**src/rtl/alarm_sequencer.sv**
```systemverilog
// ---------------------------------------------------------------------------
// alarm_sequencer
//
// Timed alarm sequencing stage that sits behind the keypad/passcode block.
// Arming starts an exit delay. A breach while armed starts an entry delay
// that can still be disarmed. After that the siren sounds for a fixed time,
// then a silenced hold follows that re-alarms on a fresh breach edge.
//
// Ports:
//   clk               system clock, rising edge
//   rst               asynchronous active-high reset
//   is_enabled        arm request level from the keypad block (clk domain)
//   is_breach         raw, asynchronous sensor line
//   armed             high in ARMED, ENTRY, ALARM, SILENCED
//   siren             high only in ALARM
//   alert_authorities latched from first ALARM entry until DISARMED
//   status_led        off when disarmed, on when armed, blinking otherwise
//   state             current state code (debug / test)
// ---------------------------------------------------------------------------
module alarm_sequencer #(
    parameter int CNT_W       = 8,
    parameter int EXIT_DELAY  = 16,
    parameter int ENTRY_DELAY = 8,
    parameter int SIREN_TIME  = 32,
    parameter int BLINK_DIV   = 4
) (
    input  logic       clk,
    input  logic       rst,
    input  logic       is_enabled,
    input  logic       is_breach,
    output logic       armed,
    output logic       siren,
    output logic       alert_authorities,
    output logic       status_led,
    output logic [2:0] state
);

    localparam logic [2:0] ST_DISARMED = 3'd0;
    localparam logic [2:0] ST_EXIT     = 3'd1;
    localparam logic [2:0] ST_ARMED    = 3'd2;
    localparam logic [2:0] ST_ENTRY    = 3'd3;
    localparam logic [2:0] ST_ALARM    = 3'd4;
    localparam logic [2:0] ST_SILENCED = 3'd5;

    // The counter holds "cycles remaining minus one", so a load of N-1 gives
    // exactly N cycles in the state.
    localparam logic [CNT_W-1:0] EXIT_LOAD  = CNT_W'(EXIT_DELAY - 1);
    localparam logic [CNT_W-1:0] ENTRY_LOAD = CNT_W'(ENTRY_DELAY - 1);
    localparam logic [CNT_W-1:0] SIREN_LOAD = CNT_W'(SIREN_TIME - 1);

    localparam int               BLINK_W    = (BLINK_DIV > 1) ? $clog2(BLINK_DIV) : 1;
    localparam logic [BLINK_W-1:0] BLINK_LAST = BLINK_W'(BLINK_DIV - 1);

    logic [2:0]         state_q, state_d;
    logic [CNT_W-1:0]   cnt_q, cnt_d;
    logic               breach_meta_q;
    logic               breach_s_q;
    logic               breach_prev_q;   // breach_s one cycle earlier, for edge detect
    logic [BLINK_W-1:0] blink_cnt_q, blink_cnt_d;
    logic               blink_phase_q, blink_phase_d;
    logic               armed_q, armed_d;
    logic               siren_q, siren_d;
    logic               alert_q, alert_d;
    logic               led_q, led_d;

    // Next-state and delay counter. Disarm is checked first so it wins over
    // every expiry or breach in the same cycle.
    always_comb begin
        state_d = state_q;
        cnt_d   = cnt_q;
        if (state_q != ST_DISARMED && !is_enabled) begin
            state_d = ST_DISARMED;
            cnt_d   = '0;
        end else begin
            case (state_q)
                ST_DISARMED: begin
                    if (is_enabled) begin
                        state_d = ST_EXIT;
                        cnt_d   = EXIT_LOAD;
                    end
                end
                ST_EXIT: begin
                    if (cnt_q == '0) state_d = ST_ARMED;
                    else             cnt_d   = cnt_q - CNT_W'(1);
                end
                ST_ARMED: begin
                    if (breach_s_q) begin
                        state_d = ST_ENTRY;
                        cnt_d   = ENTRY_LOAD;
                    end
                end
                ST_ENTRY: begin
                    if (cnt_q == '0) begin
                        state_d = ST_ALARM;
                        cnt_d   = SIREN_LOAD;
                    end else begin
                        cnt_d   = cnt_q - CNT_W'(1);
                    end
                end
                ST_ALARM: begin
                    if (cnt_q == '0) state_d = ST_SILENCED;
                    else             cnt_d   = cnt_q - CNT_W'(1);
                end
                ST_SILENCED: begin
                    // Only a fresh rising edge re-alarms; a held line does not.
                    if (breach_s_q && !breach_prev_q) begin
                        state_d = ST_ALARM;
                        cnt_d   = SIREN_LOAD;
                    end
                end
                default: begin
                    state_d = ST_DISARMED;
                    cnt_d   = '0;
                end
            endcase
        end
    end

    // Blink generator restarts on every state change so each blinking state
    // begins with the LED low.
    always_comb begin
        blink_cnt_d   = blink_cnt_q + BLINK_W'(1);
        blink_phase_d = blink_phase_q;
        if (state_d != state_q) begin
            blink_cnt_d   = '0;
            blink_phase_d = 1'b0;
        end else if (blink_cnt_q == BLINK_LAST) begin
            blink_cnt_d   = '0;
            blink_phase_d = ~blink_phase_q;
        end
    end

    // Outputs are decoded from the next state so they change on the same edge
    // as the state register.
    always_comb begin
        armed_d = (state_d == ST_ARMED) || (state_d == ST_ENTRY) ||
                  (state_d == ST_ALARM) || (state_d == ST_SILENCED);
        siren_d = (state_d == ST_ALARM);
        alert_d = alert_q;
        if (state_d == ST_DISARMED)   alert_d = 1'b0;
        else if (state_d == ST_ALARM) alert_d = 1'b1;
        case (state_d)
            ST_ARMED:                                   led_d = 1'b1;
            ST_EXIT, ST_ENTRY, ST_ALARM, ST_SILENCED:   led_d = blink_phase_d;
            default:                                    led_d = 1'b0;
        endcase
    end

    always_ff @(posedge clk or posedge rst) begin
        if (rst) begin
            state_q       <= ST_DISARMED;
            cnt_q         <= '0;
            breach_meta_q <= 1'b0;
            breach_s_q    <= 1'b0;
            breach_prev_q <= 1'b0;
            blink_cnt_q   <= '0;
            blink_phase_q <= 1'b0;
            armed_q       <= 1'b0;
            siren_q       <= 1'b0;
            alert_q       <= 1'b0;
            led_q         <= 1'b0;
        end else begin
            state_q       <= state_d;
            cnt_q         <= cnt_d;
            breach_meta_q <= is_breach;
            breach_s_q    <= breach_meta_q;
            breach_prev_q <= breach_s_q;
            blink_cnt_q   <= blink_cnt_d;
            blink_phase_q <= blink_phase_d;
            armed_q       <= armed_d;
            siren_q       <= siren_d;
            alert_q       <= alert_d;
            led_q         <= led_d;
        end
    end

    assign state             = state_q;
    assign armed             = armed_q;
    assign siren             = siren_q;
    assign alert_authorities = alert_q;
    assign status_led        = led_q;

endmodule

```
**config.mk**
```make
export PLATFORM = sky130hd
export DESIGN_NAME = alarm_sequencer
export DESIGN_NICKNAME = d
export VERILOG_FILES = /design/src/rtl/alarm_sequencer.sv
export SDC_FILE = /design/constraint.sdc
export NUM_CORES = 1
export LEC_CHECK = 0
export BUFFER_PORTS_ARGS = -buffer_cell sky130_fd_sc_hd__clkbuf_2
export CAP_MARGIN = 10
export CELL_PAD_IN_SITES_DETAIL_PLACEMENT = 1
export CELL_PAD_IN_SITES_GLOBAL_PLACEMENT = 2
export CORE_MARGIN = 1
export CORE_UTILIZATION = 23
export DETAILED_ROUTE_END_ITERATION = 6
export PLACE_DENSITY_LB_ADDON = 0.1
export SYNTH_ARGS = -nofsm -noshare
export SYNTH_HDL_FRONTEND = slang
export SYNTH_SLANG_ARGS = --single-unit
```
**constraint.sdc**
```tcl
create_clock -name clk -period 4.3 [get_ports clk]
set_clock_uncertainty 0.2 [all_clocks]
set_input_delay 0.215 -clock clk [delete_from_list [all_inputs] [get_ports clk]]
set_output_delay 0.215 -clock clk [all_outputs]
set_load 0.02 [all_outputs]
```
==> flow_metrics.py, run 1 <==
metrics = {
    "floorplan": {
        "dieArea_um2": 6012,
        "core-area_um2": 5507,
        "die_w_um": 77.54,
        "num_io_pins": 11,
        "fp.dieH_um": 77.54,
        "initial_core_util_pct": 23.84,
        "row_count": 27,
    },
    "setup_path": {
        "path_max_fanout": 8,
        "r2r-end": "alert_authorities",
        "reg2reg_slack_ns": 1.79,
        "critical_path_arrival_ns": 2.47,
        "crit_path_end_kind": "register",
        "rr_startpoint": "cnt_q[0]",
        "reg2regPathDepth": 7,
        "required_ns": 4.26,
        "cp-start-kind": "register",
        "worst-setup-path-type": "reg -> reg",
    },
    "cts": {
        "clock-root-buffer": "clkbuf_8",
        "cts_max_level": 1,
        "cts_tree": "built",
        "cts_max_path_buffers": 2,
        "ctsHoldBuffers": 2,
        "path_clk_slew_ns": 0.09,
        "clock-sinks": 21,
        "cts_inserted_buffers": 3,
        "postCtsSetupBuffers": 0,
        "cts_resized": 0,
        "clk-insertion-delay-late_ns": 0.27,
    },
    "yosys": {
        "avgSynthCellArea_um2": 9.115,
        "syn-num-nets": 151,
        "yosysWarnings": 0,
        "synth-seq-cells": 21,
        "synth_cells": 144,
        "synthFlopType": "dfrtp_1",
        "ys_seq_area_share_pct": 40.04,
        "synth_edf_count": 0,
        "ys_types": 51,
        "netlist_area_um2": 1313,
        "async_flop_share_pct": 100.0,
    },
    "detailed_routing": {
        "wl_per_cell_um": 15.56,
        "first_iter_violations": 59,
        "routed.top_layer": "met4",
        "vias_per_cell": 4.938,
        "first_pass_iters": 4,
        "antenna_left": 0,
        "dr_wl_met2_um": 1547,
        "drc_errors": 0,
        "totalWireLength_um": 3501,
        "route.met3.wl_um": 65,
        "via_count": 1111,
        "wl_met1_um": 1831,
    },
    "global_routing": {
        "grt_max_degree": 23,
        "track_usage_pct": 13.13,
        "grt_overflow": 0,
        "grt_pass1_vias": 1194,
        "grt_pass1_wl_um": 6147,
        "antenna_found_initial": 0,
    },
    "hold_path": {
        "holdPathEnd": "breach_s_q",
        "holdPathStages": 0,
        "hold_path.class": "reg -> reg",
        "hp-start": "breach_meta_q",
    },
    "sta": {
        "fmax_ghz": 0.3985,
        "period_share_pct": 58.36,
        "worst_pin_slew_ns": 0.8457,
        "setup_ws_ns": 1.790,
        "setup-violations-final": 0,
        "finalCriticalPeriod_ns": 2.510,
        "setup_tns_ns": 0,
        "final_max_slew_viol_count": 0,
        "slew_headroom_pct": 43.56,
        "grt_setup_unrepaired": "false",
        "finalHoldViolCount": 0,
        "timing.hold.ws_ns": 0.1576,
    },
    "power_and_ir_drop": {
        "p_total_uw": 830.9,
        "power.density_nw_per_um2": 561.8,
        "power_leakage_nw": 0.6309,
        "ir_drop_v": 0.0001797,
    },
    "cells_and_area": {
        "diodes": 0,
        "areaGrowthSynthToFinish_pct": 12.68,
        "fin_util_pct": 26.86,
        "fin_cells": 225,
        "drive_gt1_share_pct": 15.69,
        "finalNetCount": 161,
        "multiInputGateArea_um2": 725.7,
        "final-seq-area_um2": 525.5,
        "fill_cells": 639,
        "largest_reg_flops": 8,
        "regMostFlops": "cnt_q",
        "fin_area_um2": 1479,
    },
    "run_status": {
        "status": "complete, no violations",
    },
    "placement": {
        "dp_hpwl_um": 2555,
        "dp_cells": 219,
        "dp_slack_ns": 1.759,
        "gp_congestion": 0.6903,
        "portBuffers": 10,
        "dpl-instance-area_um2": 1410,
    },
    "run": {
        "cap_violations": 0,
    },
}
-- logic make-up after synthesis --
kind of cell,share of synthesized area (%)
and+or+nand+nor,25.74
xor gates and xnor gates,1.335
adders and majority gates,2.860
AOI/OAI and AO/OA,23.64
DFF,40.04
buffers and inverters,4.670
muxes,1.716
-- cell usage after synthesis (2+ instances only) --
| master | instances | area share, % |
|---|---|---|
| dfrtp_1 | 21 | 40 |
| a21oi_1 | 14 | 5.3 |
| nand2_1 | 14 | 4.0 |
| nor2_1 | 10 | 2.9 |
| o21ai_0 | 8 | 3.1 |
| nor2b_1 | 5 | 2.4 |
| inv_1 | 4 | 1.1 |
| nand2b_1 | 4 | 1.9 |
| nor3_1 | 4 | 1.5 |
| clkbuf_1 | 3 | 0.86 |
| ha_1 | 3 | 2.9 |
| o21ai_1 | 3 | 1.1 |
| a31oi_1 | 2 | 0.95 |
| and2_1 | 2 | 0.95 |
| buf_4 | 2 | 1.1 |
| nor3b_1 | 2 | 1.1 |
| nor4_1 | 2 | 0.95 |
| nor4b_1 | 2 | 1.3 |
| o211ai_1 | 2 | 1.1 |
| o22ai_1 | 2 | 0.95 |
| or2_2 | 2 | 0.95 |
| or3_1 | 2 | 0.95 |
| or4_1 | 2 | 1.1 |
| xnor2_1 | 2 | 1.3 |
-- how the worst max path moves through the flow --
stage / start / endpoint / slack, ns
6_report: cnt_q[0] / alert_authorities / 1.79
5_1_grt: cnt_q[0] / alert_authorities / 1.57
4_1_cts: cnt_q[0] / alert_authorities / 1.74
3_5_place_dp: cnt_q[0] / alert_authorities / 1.76
3_3_place_gp: cnt_q[0] / alert_authorities / 1.77
2_1_floorplan: cnt_q[0] / alert_authorities / 2.18
-- power by group --
group / total [mW] / leakage [nW] / internal [mW] / switching (mW)
sequential: 0.326 / 0.273 / 0.251 / 0.0749
combinational: 0.363 / 0.336 / 0.145 / 0.218
clock: 0.142 / 0.0217 / 0.0658 / 0.0764
total: 0.831 / 0.631 / 0.462 / 0.369
-- worst max-delay path, cell delays in order, from the launching register on --
cell	delay, ns
dfrtp_1	0.44
inv_1	0.10
ha_1	0.15
nor4b_2	0.40
and2_1	0.40
o22ai_1	0.12
a21oi_1	0.23
mux2_1	0.35
-- per-layer routing --
layer	vias to the layer above	global-route usage [%]
met3	5	2.000
met4	0	5.094
li1	546	-
met2	11	19.82
met5	-	0
met1	549	18.61
-- layout make-up --
| cell class | instances | area share, % |
|---|---|---|
| multi-input cells | 111 | 49.07 |
| well taps | 72 | 6.091 |
| repair buffers | 12 | 4.738 |
| clock inverters | 1 | 0.5076 |
| inverters | 5 | 1.269 |
| clock buffers | 3 | 2.792 |
| flip-flops and latches | 21 | 35.53 |
-- cell usage in the layout, fill, tap and decap left out, types with 3 or more instances in the layout --
cell type,n
o21ai_1,3
nor3_1,4
nand2_1,14
ha_1,3
a21oi_1,14
nand2b_1,4
nor2b_1,5
clkbuf_8,3
nor2_1,10
o21ai_0,8
inv_1,4
clkbuf_2,10
dfrtp_1,21
Note: power is estimated with default switching activity, not from simulation.
==> inputs of run 2 (changes only) <==
ABC_AREA = 1   (was default)
clock period = 2.07 ns   (was 4.3 ns; I/O delays follow)
==> run 2 against run 1 <==
Against the previous run: worst setup slack worse by 1.6 ns; non-clock buffer count is 1 higher; fmax up 31%; global-route usage shrank 0.34 points; cell count is 12% higher; combinational power grew to 3.6 times the previous value; critical path depth rose by 5; cell area grew 2.9%; wire length is 5.5% lower; largest cell class unchanged.
==> flow_metrics.py, run 2 <==
metrics = {
    "run_status": {
        "status": "complete, no violations",
    },
    "yosys": {
        "ys_top_cells_by_count": "nand2_1, dfrtp_1, inv_1",
        "netlist_area_um2": 1305,
        "syn-num-nets": 172,
        "synth.largest_area_cell": "dfrtp_1",
        "yosysWarnings": 0,
        "synthMostInstantiatedCell": "nand2_1",
        "synth_edf_count": 0,
        "yosys.area.top_type_share_pct": 40.27,
        "avgSynthCellArea_um2": 7.909,
        "synth_cells": 165,
        "synth-seq-cells": 21,
        "ys_seq_area_share_pct": 40.27,
        "synthFlopType": "dfrtp_1",
        "async_flop_share_pct": 100.0,
        "synthTopCellsByArea": "dfrtp_1, nand2_1, nand3_1, inv_1, xor2_1",
        "ys_types": 29,
    },
    "placement": {
        "portBuffers": 10,
        "dp_hpwl_um": 2584,
        "dp_slack_ns": 0.07175,
        "gp_congestion": 0.7611,
        "dpl-instance-area_um2": 1445,
    },
    "power_and_ir_drop": {
        "power_leakage_nw": 0.8142,
        "power.density_nw_per_um2": 1491,
        "p_total_mw": 2.268,
        "ir_drop_v": 0.0004086,
    },
    "global_routing": {
        "grt_max_degree": 22,
        "grt_overflow": 0,
        "grt_pass1_wl_um": 5961,
        "track_usage_pct": 12.79,
        "grt_pass1_vias": 1240,
        "antenna_found_initial": 0,
    },
    "detailed_routing": {
        "totalWireLength_um": 3309,
        "wl_per_cell_um": 13.08,
        "first_pass_iters": 4,
        "vias_per_cell": 4.253,
        "antenna_left": 0,
        "via_count": 1076,
        "first_iter_violations": 18,
        "drc_errors": 0,
    },
    "floorplan": {
        "die_w_um": 77.33,
        "core-area_um2": 5473,
        "initial_core_util_pct": 23.85,
        "num_io_pins": 11,
        "row_count": 27,
        "dieArea_um2": 5979,
        "fp.dieH_um": 77.33,
    },
    "setup_path": {
        "required_ns": 2.06,
        "cp-start-kind": "register",
        "crit_chain": "inv_2 -> ha_1 -> nand2_1 -> nor2_1 -> nand2_1 -> nand2_1 -> nand2_1 -> o21bai_4 -> nand2_1 -> nand2_1 -> nand2_2 -> nor3_2",
        "critical_path_arrival_ns": 1.91,
        "path_max_fanout": 5,
        "worst-setup-path-type": "reg -> reg",
        "cp_slowest_cell": "dfrtp_1",
        "max_stage_delay_ns": 0.40,
        "reg2regPathDepth": 12,
        "crit_path_end_kind": "register",
        "path_common_cell": "nand2_1",
    },
    "cells_and_area": {
        "finalNetCount": 189,
        "final_common_cell": "nand2_1",
        "fin_util_pct": 27.80,
        "fin_area_um2": 1521,
        "diodes": 0,
        "areaGrowthSynthToFinish_pct": 16.59,
        "regMostFlops": "cnt_q",
        "fill_cells": 694,
        "final_cell_mix": "nand2_1, dfrtp_1, inv_1, nand3_1, nor2_1",
        "drive_gt1_share_pct": 25.41,
        "largest_reg_flops": 8,
    },
    "sta": {
        "slew_headroom_pct": 73.92,
        "worst_pin_slew_ns": 0.3912,
        "finalCriticalPeriod_ns": 1.913,
        "finalHoldViolCount": 0,
        "period_share_pct": 92.42,
        "setup_ws_ns": 0.1568,
        "grt_setup_unrepaired": "false",
        "setup_tns_ns": 0,
        "final_max_slew_viol_count": 0,
        "fmax_ghz": 0.5227,
        "setup-violations-final": 0,
    },
    "cts": {
        "path_clk_slew_ns": 0.09,
        "cts_max_level": 1,
        "cts_max_path_buffers": 2,
        "cts_inserted_buffers": 3,
        "clock-sinks": 21,
        "cts_tree": "built",
        "clock-root-buffer": "clkbuf_8",
        "clk-insertion-delay-late_ns": 0.26,
    },
    "hold_path": {
        "holdPathStages": 4,
        "hold_path.class": "in -> reg",
    },
    "run": {
        "cap_violations": 0,
    },
}
run 2: kinds of logic after synthesis:
logic type	Yosys count	share of synthesized area, %
AOI/OAI and AO/OA	20	11.79
xor gates and xnor gates	7	4.698
adders and majority gates	3	2.877
buffers and inverters	28	8.341
DFF	21	40.27
and+or+nand+nor	86	32.02
run 2: worst max-delay path, delay by kind of cell (launching register included):
kind,cells,cell delay (ns)
compound gates,1,0.17
fa+ha+maj,1,0.18
buf+inv,1,0.09
simple gates,9,0.81
flops,1,0.40
run 2: report_power, final:
part           internal, mW  total [mW]  switching [mW]
Combinational         0.460        1.32           0.860
Clock                 0.134       0.282           0.147
Sequential            0.530       0.665           0.135
run 2: final cells by class:
class | instances | area (um^2) | share of cell area (%)
Timing Repair Buffer | 13 | 77.57 | 5.099
Inverter | 27 | 101.3 | 6.661
Multi-Input combinational cell | 116 | 680.7 | 44.74
Clock inverter | 1 | 5.005 | 0.3289
Clock buffer | 3 | 41.29 | 2.714
Tap cell | 72 | 90.09 | 5.921
Sequential cell | 21 | 525.5 | 34.54
run 2: timing repair:
item / CTS / global route
setup buffers: 0 / 0
hold buffers: 2 / 0
resized for setup: 0 / 4
hold endpoints to repair: 22 / 0
endpoints found under the setup margin: 0 / 6
run 2: stage by stage:
step	std cells	hold slack, ns
2_1_floorplan	165	-0.1200
3_3_place_gp	247	-0.06419
3_5_place_dp	247	-0.05001
4_1_cts	253	0.1687
5_1_grt	253	0.1685
6_report	253	0.1521
run 2: layer usage:
metal	global-route usage [%]	wire [um]
met1	16.35	1639
met2	21.95	1593
met3	1.905	51
met4	3.962	25
met5	0	0
run 2: path summary, 6_finish.rpt:
| check | start | endpoint | slack, ns |
|---|---|---|---|
| worst min register to register | breach_meta_q | breach_s_q | 0.16 |
| worst min-delay path | is_enabled | state[0] | 0.15 |
| worst max register to register | cnt_q[0] | blink_cnt_q[0] | 0.16 |
| max in group asynchronous | rst | blink_cnt_q[0] | 1.24 |
| worst max-delay path | cnt_q[0] | blink_cnt_q[0] | 0.16 |
| min in group asynchronous | rst | state[2] | 0.20 |
==> inputs of run 3 (changes only) <==
CORE_ASPECT_RATIO = 0.75   (was default)
==> run 3 against run 2 <==
Against the previous run: global-route usage increased by 1.3 points; wire length is 12% higher; sequential share of layout area decreased by 0.81 points; sequential power down 1%; utilization up 1.1 points; worst setup slack lost 0.0071 ns; critical path depth is the same; count of clock-buffer cells in the layout stayed put; largest cell class unchanged; largest power group unchanged.
==> flow_metrics.py, run 3 (synthesis gave the netlist of run 2 again) <==
metrics = {
    "sta": {
        "setup-violations-final": 0,
        "slew_headroom_pct": 76.10,
        "finalHoldViolCount": 0,
        "worst_pin_slew_ns": 0.3565,
        "grt_setup_unrepaired": "true",
        "fmax_ghz": 0.5207,
        "period_share_pct": 92.77,
        "finalCriticalPeriod_ns": 1.920,
        "final_max_slew_viol_count": 0,
    },
    "cells_and_area": {
        "fill_cells": 690,
        "finalNetCount": 192,
        "final_cell_mix": "nand2_1, dfrtp_1, inv_1, nand3_1, nor2_1",
        "regMostFlops": "cnt_q",
        "diodes": 0,
        "drive_gt1_share_pct": 29.35,
        "largest_reg_flops": 8,
        "final_common_cell": "nand2_1",
        "areaGrowthSynthToFinish_pct": 19.65,
        "fin_cells": 259,
    },
    "cts": {
        "clock-root-buffer": "clkbuf_8",
        "clock-sinks": 21,
        "path_clk_slew_ns": 0.09,
        "clk-insertion-delay-late_ns": 0.28,
        "cts_max_level": 1,
        "cts_max_path_buffers": 2,
        "cts_tree": "built",
        "cts_inserted_buffers": 3,
    },
    "power_and_ir_drop": {
        "power_leakage_nw": 0.8229,
        "ir_drop_v": 0.0003733,
        "power.density_nw_per_um2": 1532,
        "p_total_mw": 2.392,
    },
    "floorplan": {
        "dieArea_um2": 5983,
        "core-area_um2": 5410,
        "die_w_um": 88.98,
        "initial_core_util_pct": 24.12,
        "fp.dieH_um": 67.24,
        "row_count": 23,
        "num_io_pins": 11,
    },
    "setup_path": {
        "worst-setup-path-type": "reg -> reg",
        "cp-start-kind": "register",
        "path_max_fanout": 5,
        "crit_path_end_kind": "register",
        "critical_path_arrival_ns": 1.92,
        "required_ns": 2.07,
    },
    "detailed_routing": {
        "first_pass_iters": 4,
        "totalWireLength_um": 3720,
        "wl_per_cell_um": 14.36,
        "vias_per_cell": 4.255,
        "drc_errors": 0,
        "first_iter_violations": 33,
        "via_count": 1102,
        "antenna_left": 0,
    },
    "placement": {
        "dp_cells": 252,
        "gp_congestion": 0.7599,
        "portBuffers": 10,
        "dp_hpwl_um": 2901,
    },
    "global_routing": {
        "antenna_found_initial": 0,
        "grt_pass1_vias": 1146,
        "grt_pass1_wl_um": 6058,
        "grt_overflow": 0,
        "grt_max_degree": 22,
        "track_usage_pct": 14.05,
    },
    "hold_path": {
        "hold_path.class": "in -> reg",
    },
    "run_status": {
        "status": "complete, no violations",
    },
    "run": {
        "cap_violations": 0,
    },
}
run 3: stage by stage:
stage                     area [um^2]  TNS (ns)  worst slack [ns]  utilization [%]  hold slack [ns]
after CTS                        1533         0           0.04714            28.33           0.1634
final                            1562         0            0.1497            28.86           0.1560
after floorplan                  1305         0            0.3500                -          -0.1200
after global placement           1464         0            0.1627            27.06         -0.06118
after global routing             1562  -0.02123          -0.02123            28.86           0.1697
after detailed placement         1464         0           0.07134            27.06         -0.03999
run 3: layout make-up:
class	instances	area (um^2)	area share, %
repair buffers	16	100.1	6.410
clock inverters	1	7.507	0.4808
multi-input cells	116	690.7	44.23
clock buffers	3	41.29	2.644
well taps	75	93.84	6.010
flip-flops and latches	21	526.8	33.73
inverters	27	101.3	6.490
run 3: worst paths after layout:
check                               from             end  slack (ns)  cells past startpoint
setup / recovery                cnt_q[0]  blink_cnt_q[0]        0.15                     12
hold / removal                is_enabled        state[0]        0.16                      4
setup reg to reg                cnt_q[0]  blink_cnt_q[0]        0.15                     12
hold reg to reg            breach_meta_q      breach_s_q        0.16                      0
max in group asynchronous            rst        state[2]        1.22                      4
min in group asynchronous            rst        cnt_q[3]        0.20                      4
run 3: metal layers:
layer  up-vias  global-route usage [%]  wire [um]
met1       525                   21.52       2036
met5         -                       0          0
li1        562                       -          -
met4         0                   4.762         49
met3         5                   2.934        106
met2        10                   19.13       1528
run 3: critical path: stages (launching register included):
cell	delay, ns
dfrtp_1	0.40
inv_2	0.10
ha_2	0.19
nand2_1	0.06
nor2_2	0.11
nand2_2	0.08
nand2_1	0.08
nand2_1	0.09
o21bai_4	0.19
nand2_1	0.08
nand2_2	0.08
nand2_2	0.07
nor3_2	0.12
run 3: timing repair:
action                     4_1_cts  5_1_grt
hold endpoints to repair        22        0
buffers inserted                 0        1
gates resized for setup          0        9
hold buffers                     2        0
setup endpoints to repair        0        8
run 3: report_power, final:
group,internal (mW),switching (mW)
clock,0.137,0.167
combinational,0.500,0.931
sequential,0.531,0.126
